<file path="config.mk">
export PLATFORM = sky130hd
export DESIGN_NAME = boot_loader
export DESIGN_NICKNAME = d
export VERILOG_FILES = /design/src/rtl/boot_loader.sv
export SDC_FILE = /design/constraint.sdc
export NUM_CORES = 1
export LEC_CHECK = 0
export ABC_AREA = 1
export CAP_MARGIN = 10
export CORE_MARGIN = 8
export CORE_UTILIZATION = 25
export DETAILED_ROUTE_END_ITERATION = 10
export PLACE_DENSITY = 0.51
export SETUP_SLACK_MARGIN = 0.1
export SYNTH_ARGS = -nofsm -noshare
export SYNTH_HDL_FRONTEND = slang
export SYNTH_SLANG_ARGS = --single-unit
</file>
<file path="constraint.sdc">
create_clock -name boot_clk_i -period 2.95 [get_ports boot_clk_i]
set_input_delay 0.59 -clock boot_clk_i [delete_from_list [all_inputs] [get_ports boot_clk_i]]
set_output_delay 0.59 -clock boot_clk_i [all_outputs]
set_load 0.03 [all_outputs]
</file>
<file path="src/rtl/boot_loader.sv">
// rtl/boot_loader.sv - loads a checksummed boot image from SD into instruction memory
// Ports:
//   boot_clk_i, boot_rst_i                    clock, synchronous active-high reset
//   boot_start_i, boot_base_addr_i            start pulse, SD byte address of the image header
//   sd_address_o, sd_re_o                     word read request to the SD read controller
//   sd_data_i, sd_valid_i                     word returned by the SD read controller
//   imem_addr_o, imem_data_o, imem_we_o       instruction-memory write port
//   cpu_rst_o                                 processor reset, released only after a good load
//   boot_busy_o, boot_done_o, boot_error_o    load status (done/error sticky)
//   boot_errcode_o                            failure cause
module boot_loader #(
   parameter int          IMEM_AW        = 14,
   parameter int          TIMEOUT_CYCLES = 1000000,
   parameter logic [15:0] BOOT_MAGIC     = 16'hB007
) (
   input  logic               boot_clk_i,
   input  logic               boot_rst_i,
   input  logic               boot_start_i,
   input  logic [31:0]        boot_base_addr_i,
   output logic [31:0]        sd_address_o,
   output logic               sd_re_o,
   input  logic [31:0]        sd_data_i,
   input  logic               sd_valid_i,
   output logic [IMEM_AW-1:0] imem_addr_o,
   output logic [31:0]        imem_data_o,
   output logic               imem_we_o,
   output logic               cpu_rst_o,
   output logic               boot_busy_o,
   output logic               boot_done_o,
   output logic               boot_error_o,
   output logic [2:0]         boot_errcode_o
);

   // Counter width holds 2^IMEM_AW, the largest legal payload length.
   localparam int          CW    = IMEM_AW + 1;
   localparam logic [31:0] MAX_N = 32'd1 << IMEM_AW;
   localparam logic [31:0] TMO   = 32'(TIMEOUT_CYCLES);

   localparam logic [2:0] ERR_MAGIC   = 3'b001;
   localparam logic [2:0] ERR_LEN     = 3'b010;
   localparam logic [2:0] ERR_TIMEOUT = 3'b011;
   localparam logic [2:0] ERR_CSUM    = 3'b100;

   typedef enum logic [2:0] {S_IDLE, S_REQ, S_WAIT, S_WRITE, S_DONE, S_ERROR} state_t;
   typedef enum logic [1:0] {PH_HEADER, PH_PAYLOAD, PH_CHECKSUM} phase_t;

   state_t        state_q, state_d;
   phase_t        phase_q;
   logic [31:0]   addr_q;
   logic [31:0]   sum_q;
   logic [31:0]   data_q;
   logic [31:0]   tcnt_q;
   logic [CW-1:0] wcnt_q;
   logic [CW-1:0] nwords_q;
   logic [2:0]    errcode_q;
   logic [2:0]    err_d;
   logic          magic_bad;
   logic          len_bad;
   logic          tmo_hit;
   logic          can_start;

   assign magic_bad = sd_data_i[31:16] != BOOT_MAGIC;
   assign len_bad   = (sd_data_i[15:0] == 16'd0) || ({16'd0, sd_data_i[15:0]} > MAX_N);
   // Fires on the WAIT cycle whose end makes the count reach TIMEOUT_CYCLES.
   assign tmo_hit   = (tcnt_q + 32'd1) >= TMO;
   // A start while a load is running is dropped.
   assign can_start = boot_start_i &&
                      (state_q == S_IDLE || state_q == S_DONE || state_q == S_ERROR);

   always_ff @(posedge boot_clk_i) begin
      if (boot_rst_i) begin
         state_q <= S_IDLE;
      end else begin
         state_q <= state_d;
      end
   end

   always_comb begin
      state_d = state_q;
      err_d   = 3'b000;
      case (state_q)
         S_IDLE, S_DONE, S_ERROR: begin
            if (can_start) state_d = S_REQ;
         end
         S_REQ: begin
            state_d = S_WAIT;
         end
         S_WAIT: begin
            // A valid word beats a timeout landing on the same cycle.
            if (sd_valid_i) begin
               case (phase_q)
                  PH_HEADER: begin
                     if (magic_bad) begin
                        state_d = S_ERROR;
                        err_d   = ERR_MAGIC;
                     end else if (len_bad) begin
                        state_d = S_ERROR;
                        err_d   = ERR_LEN;
                     end else begin
                        state_d = S_REQ;
                     end
                  end
                  PH_PAYLOAD: begin
                     state_d = S_WRITE;
                  end
                  default: begin
                     if (sd_data_i == sum_q) begin
                        state_d = S_DONE;
                     end else begin
                        state_d = S_ERROR;
                        err_d   = ERR_CSUM;
                     end
                  end
               endcase
            end else if (tmo_hit) begin
               state_d = S_ERROR;
               err_d   = ERR_TIMEOUT;
            end
         end
         S_WRITE: begin
            state_d = S_REQ;
         end
         default: begin
            state_d = S_IDLE;
         end
      endcase
   end

   always_ff @(posedge boot_clk_i) begin
      if (boot_rst_i) begin
         phase_q   <= PH_HEADER;
         addr_q    <= 32'd0;
         sum_q     <= 32'd0;
         data_q    <= 32'd0;
         tcnt_q    <= 32'd0;
         wcnt_q    <= '0;
         nwords_q  <= '0;
         errcode_q <= 3'b000;
      end else begin
         if (can_start) begin
            phase_q   <= PH_HEADER;
            addr_q    <= boot_base_addr_i;
            sum_q     <= 32'd0;
            wcnt_q    <= '0;
            errcode_q <= 3'b000;
         end
         case (state_q)
            S_REQ: begin
               tcnt_q <= 32'd0;
            end
            S_WAIT: begin
               tcnt_q <= tcnt_q + 32'd1;
               if (state_d == S_ERROR) errcode_q <= err_d;
               if (sd_valid_i) begin
                  data_q <= sd_data_i;
                  // Address only advances on an accepted header, so it stays
                  // stable on the SD side for the whole request.
                  if (phase_q == PH_HEADER && state_d == S_REQ) begin
                     nwords_q <= CW'(sd_data_i[15:0]);
                     addr_q   <= addr_q + 32'd4;
                     phase_q  <= PH_PAYLOAD;
                  end
               end
            end
            S_WRITE: begin
               sum_q  <= sum_q + data_q;
               wcnt_q <= wcnt_q + CW'(1);
               addr_q <= addr_q + 32'd4;
               if (wcnt_q + CW'(1) == nwords_q) phase_q <= PH_CHECKSUM;
            end
            default: begin
            end
         endcase
      end
   end

   assign sd_address_o   = addr_q;
   assign sd_re_o        = (state_q == S_REQ);
   assign imem_addr_o    = wcnt_q[IMEM_AW-1:0];
   assign imem_data_o    = data_q;
   assign imem_we_o      = (state_q == S_WRITE);
   assign cpu_rst_o      = (state_q != S_DONE);
   assign boot_busy_o    = (state_q == S_REQ) || (state_q == S_WAIT) || (state_q == S_WRITE);
   assign boot_done_o    = (state_q == S_DONE);
   assign boot_error_o   = (state_q == S_ERROR);
   assign boot_errcode_o = errcode_q;

endmodule
</file>
==> summary.txt <==
Power and ir drop
  – P_leak: ~6 nW
  – Worst VDD drop: 0.333 mV
  – Pwr per Cell Area: between 300 and 400 nW/um^2

Worst hold path
  – Hold endpoint: sd_address_o[0]
  – Min-Delay Path Depth: 2
  – Hold Crit Class: flip-flop to flip-flop
  – HP Start: sd_address_o[0]

Yosys
  – Synthesized Nets: 1,819
  – Mapped Area: 10,900 um^2
  – Top cells by area, synth: dfxtp_1 30%, nand2_1 14%, a21oi_1 9.4%, inv_1 6.6%, nand3_1 5.4%
  – Yosys warning count: 0
  – Syn Area/Cell: 6.37 um^2
  – Unique masters post-synth: 45
  – Flops & latches, synth: approximately 170
  – Gate Count Post-Synth: 1,716
  – Register area share after synthesis: 30.4%
  – Post-synth top area cell: dfxtp_1
  – Top cell type's share of synthesized area: a little under a third

Placement
  – DPL Wire Length: about 29 mm
  – Placed inst area: between 10,000 and 15,000 um^2
  – Dpl cells: 2,463
  – IO buf count: 154
  – Placement Setup Slack: -504 ps
  – Gpl congestion: 0.894

Floorplanning
  – Starting Density: 25.4%
  – FP Rows: 76
  – Core Area: around 43,000 um^2
  – Die H: 225 um
  – Die ar.: 50,600 um^2
  – Die Span X: 225 um
  – I/O Pins: 155

Worst setup path
  – Critical Path RT: between 3000 and 4000 ps
  – Critical Path Fanout Max: 7
  – Reg-to-Reg End: sd_address_o[28]
  – Crit path DAT: 3120 ps
  – CP Launch Point: tcnt_q[4]
  – Critical Setup Path Class: flip-flop to flip-flop
  – Critical-path cell list: nand2_2 -> nor2_4 -> nand2_2 -> nor2_4 -> nand2_1 -> nand2_1 -> nand2_1 -> inv_1 -> nand2_1 -> nor2_1 -> nand2_1 -> nor2_4 -> nand3_2 -> nand2_2 -> nand3_2 -> nor2_4 -> nand2_4 -> clkbuf_16 -> nand2_2 -> nand3_2 -> a21oi_1
  – CP max stage cell: dfxtp_4
  – Max incr delay on CP: roughly 400 ps
  – Worst setup SP type: flip-flop
  – R2R cell count: 21
  – R2R Path Start: tcnt_q[4]
  – CP most frequent cell: nand2_1
  – R2R Setup Slk: roughly 200 ps
  – Setup crit end kind: flip-flop

Finish
  – Fin cells: 2,514
  – Fin util: about a third
  – Sequential Area: 3400 um^2
  – Area Overhead vs Synth: 37.6%
  – Multi-input logic area: 7080 um^2
  – Fill cells: 4,562
  – NumNets Final: about 2,000
  – Antenna Cells: 0
  – Finished layout cell area: 15,000 um^2
  – Ratio of cells with drive above 1 in the final layout: 17.4%

Clocking
  – Clk buf depth: 2
  – CTS tree: yes
  – Root Driver: clkbuf_16
  – Clk_lat worst skew: 450 ps
  – TritonCTS Buffers: 17
  – Clock sinks: 166
  – Clock transition at the registers of the reported paths: 70 ps
  – # H-tree levels: 4

Detailed routing
  – Vias: 11,777
  – Drt wl/cell: 15.5 um
  – Initial drt markers: 819
  – Routed wire length: just under 40 mm
  – First-pass iteration count of the detailed router: 5
  – Detail Route Antenna Nets: 0
  – DRC: 0
  – Avg Vias per Cell: 4.68

STA
  – Slew Limit Fails: 0
  – Final setup fails: 0
  – Final hold vios: 0
  – Final critical-path share of the clock period: between 90% and 100%
  – Hold WS: ~470 ps
  – Achievable Freq: 0.363 GHz
  – Worst-margin pin slew: 973 ps
  – Fin crit period: 2750 ps
  – Relative slew slack: about a third
  – RSZ-0062 raised after global routing: yes
  – Final Skew: about 19 ps
  – Worst setup margin: a little under 200 ps

Run status
  – Status: completed

Global route
  – Initial antenna violation count: 0
  – Global-route wire length before repair: slightly above 60 mm
  – Congestion Overflow GR: 0
  – Vias in the first global route: 11,223
  – GRT Total Usage: 14.9%
  – Largest net degree at the start of global routing: 133

Run
  – Max-cap violation count: 0
==> kinds of logic (layout without fill, tap and decap cells) <==
group	count (synthesis)	in the layout	share of synthesized area (%)
flops	166	166	30.4
buf+inv	276	489	10.2
compound gates	390	390	19.2
simple gates	782	782	30.7
xor+xnor	62	62	4.97
fa+ha+maj	35	35	4.08
mux	5	5	0.458
==> report_power, final <==
group,total (mW),internal (mW),switching [mW]
sequential,2.32,2.27,0.0543
clock,2.39,1.32,1.07
combinational,0.847,0.349,0.498
total,5.56,3.94,1.62
==> area by class of cell <==
type / instances / share of cell area, %
timing repair buffer: 260 / 16.4
tap: 585 / 4.87
clock buffer: 19 / 3.01
clock inverter: 13 / 1.06
sequential: 166 / 22.6
multi-input combinational: 1274 / 47.1
inverter: 197 / 4.92
==> registers in the layout, summed over array words and instances (netlist names) <==
register / cells
sum_q: 32
imem_data_o: 32
phase_q: 2
state_q: 3
boot_errcode_o: 3
wcnt_q: 15
nwords_q: 15
tcnt_q: 32
sd_address_o: 32
==> cells in the final DEF, fill, tap and decap left out, types with 13 or more instances in the layout <==
cell	Yosys	routed
nand2_2	4	30
xnor2_1	25	23
nand4_1	19	19
clkdlybuf4s50_1	0	143
a21oi_1	205	200
dfxtp_1	166	134
dfxtp_2	0	16
xor2_1	37	36
buf_4	14	96
nand2_1	420	384
nor2_4	4	23
clkbuf_16	0	18
a211oi_1	14	13
nor2_1	145	106
o21ai_0	108	101
ha_1	34	31
inv_1	193	185
nand3_2	2	14
nor2_2	5	25
dfxtp_4	0	16
nand3_1	118	104
nor3_1	28	23
or2_2	19	19
o22ai_1	32	31
==> stage by stage <==
step / total power [mW] / setup TNS [ps]
finish: 5.56 / 0
detailed placement: 3.20 / -21740
global placement: 3.20 / -22840
floorplan: 2.82 / 0
CTS: 5.61 / 0
global route: 5.78 / 0
==> how the worst max path moves through the flow <==
| stage | slack [ps] | cells past startpoint | end |
|---|---|---|---|
| 6_report | 200 | 21 | sd_address_o[28] |
| 5_1_grt | 30 | 21 | sd_address_o[16] |
| 4_1_cts | 100 | 18 | sd_address_o[29] |
| 3_5_place_dp | -500 | 18 | sd_address_o[29] |
| 3_3_place_gp | -520 | 18 | sd_address_o[29] |
| 2_1_floorplan | 440 | 14 | sd_address_o[30] |
==> synth_stat cells (all sizes together) <==
library cell / number
nand3: 120
o221ai: 3
a21o: 3
fa: 1
ha: 34
xor2: 37
a221oi: 2
a31oi: 7
nor3: 30
a22oi: 2
a21boi: 3
o21a: 4
nand2: 425
mux2i: 5
o22ai: 32
inv: 196
clkinv: 1
a311oi: 1
a211oi: 14
buf: 26
nand3b: 9
xnor2: 25
o211ai: 2
o311ai: 1
o21ai: 110
nor4: 6
o21bai: 1
clkbuf: 53
nor2: 154
a21oi: 205
or2: 19
dfxtp: 166
nand4: 19
==> layer usage <==
layer / up-vias / GRT usage, % / routed length (um)
li1: 6056 / - / -
met1: 5466 / 19.1 / 17800
met2: 211 / 25.0 / 18700
met3: 44 / 2.73 / 1610
met4: 0 / 4.56 / 863
met5: - / 0 / 0
==> critical path, delay by kind of cell, from the launching register on <==
family	cells	cell delay [ps]
buf+inv	2	240
flops	1	400
simple gates	18	1850
compound gates	1	180
==> what timing repair did <==
action / CTS / global route
cloned: 0 / 1
pin swaps: 2 / 45
resized for setup: 22 / 199
setup endpoints to repair: 47 / 57
buffers inserted: 0 / 18
hold buffers: 0 / 0
No activity file was read; power rests on OpenSTA's default activity.
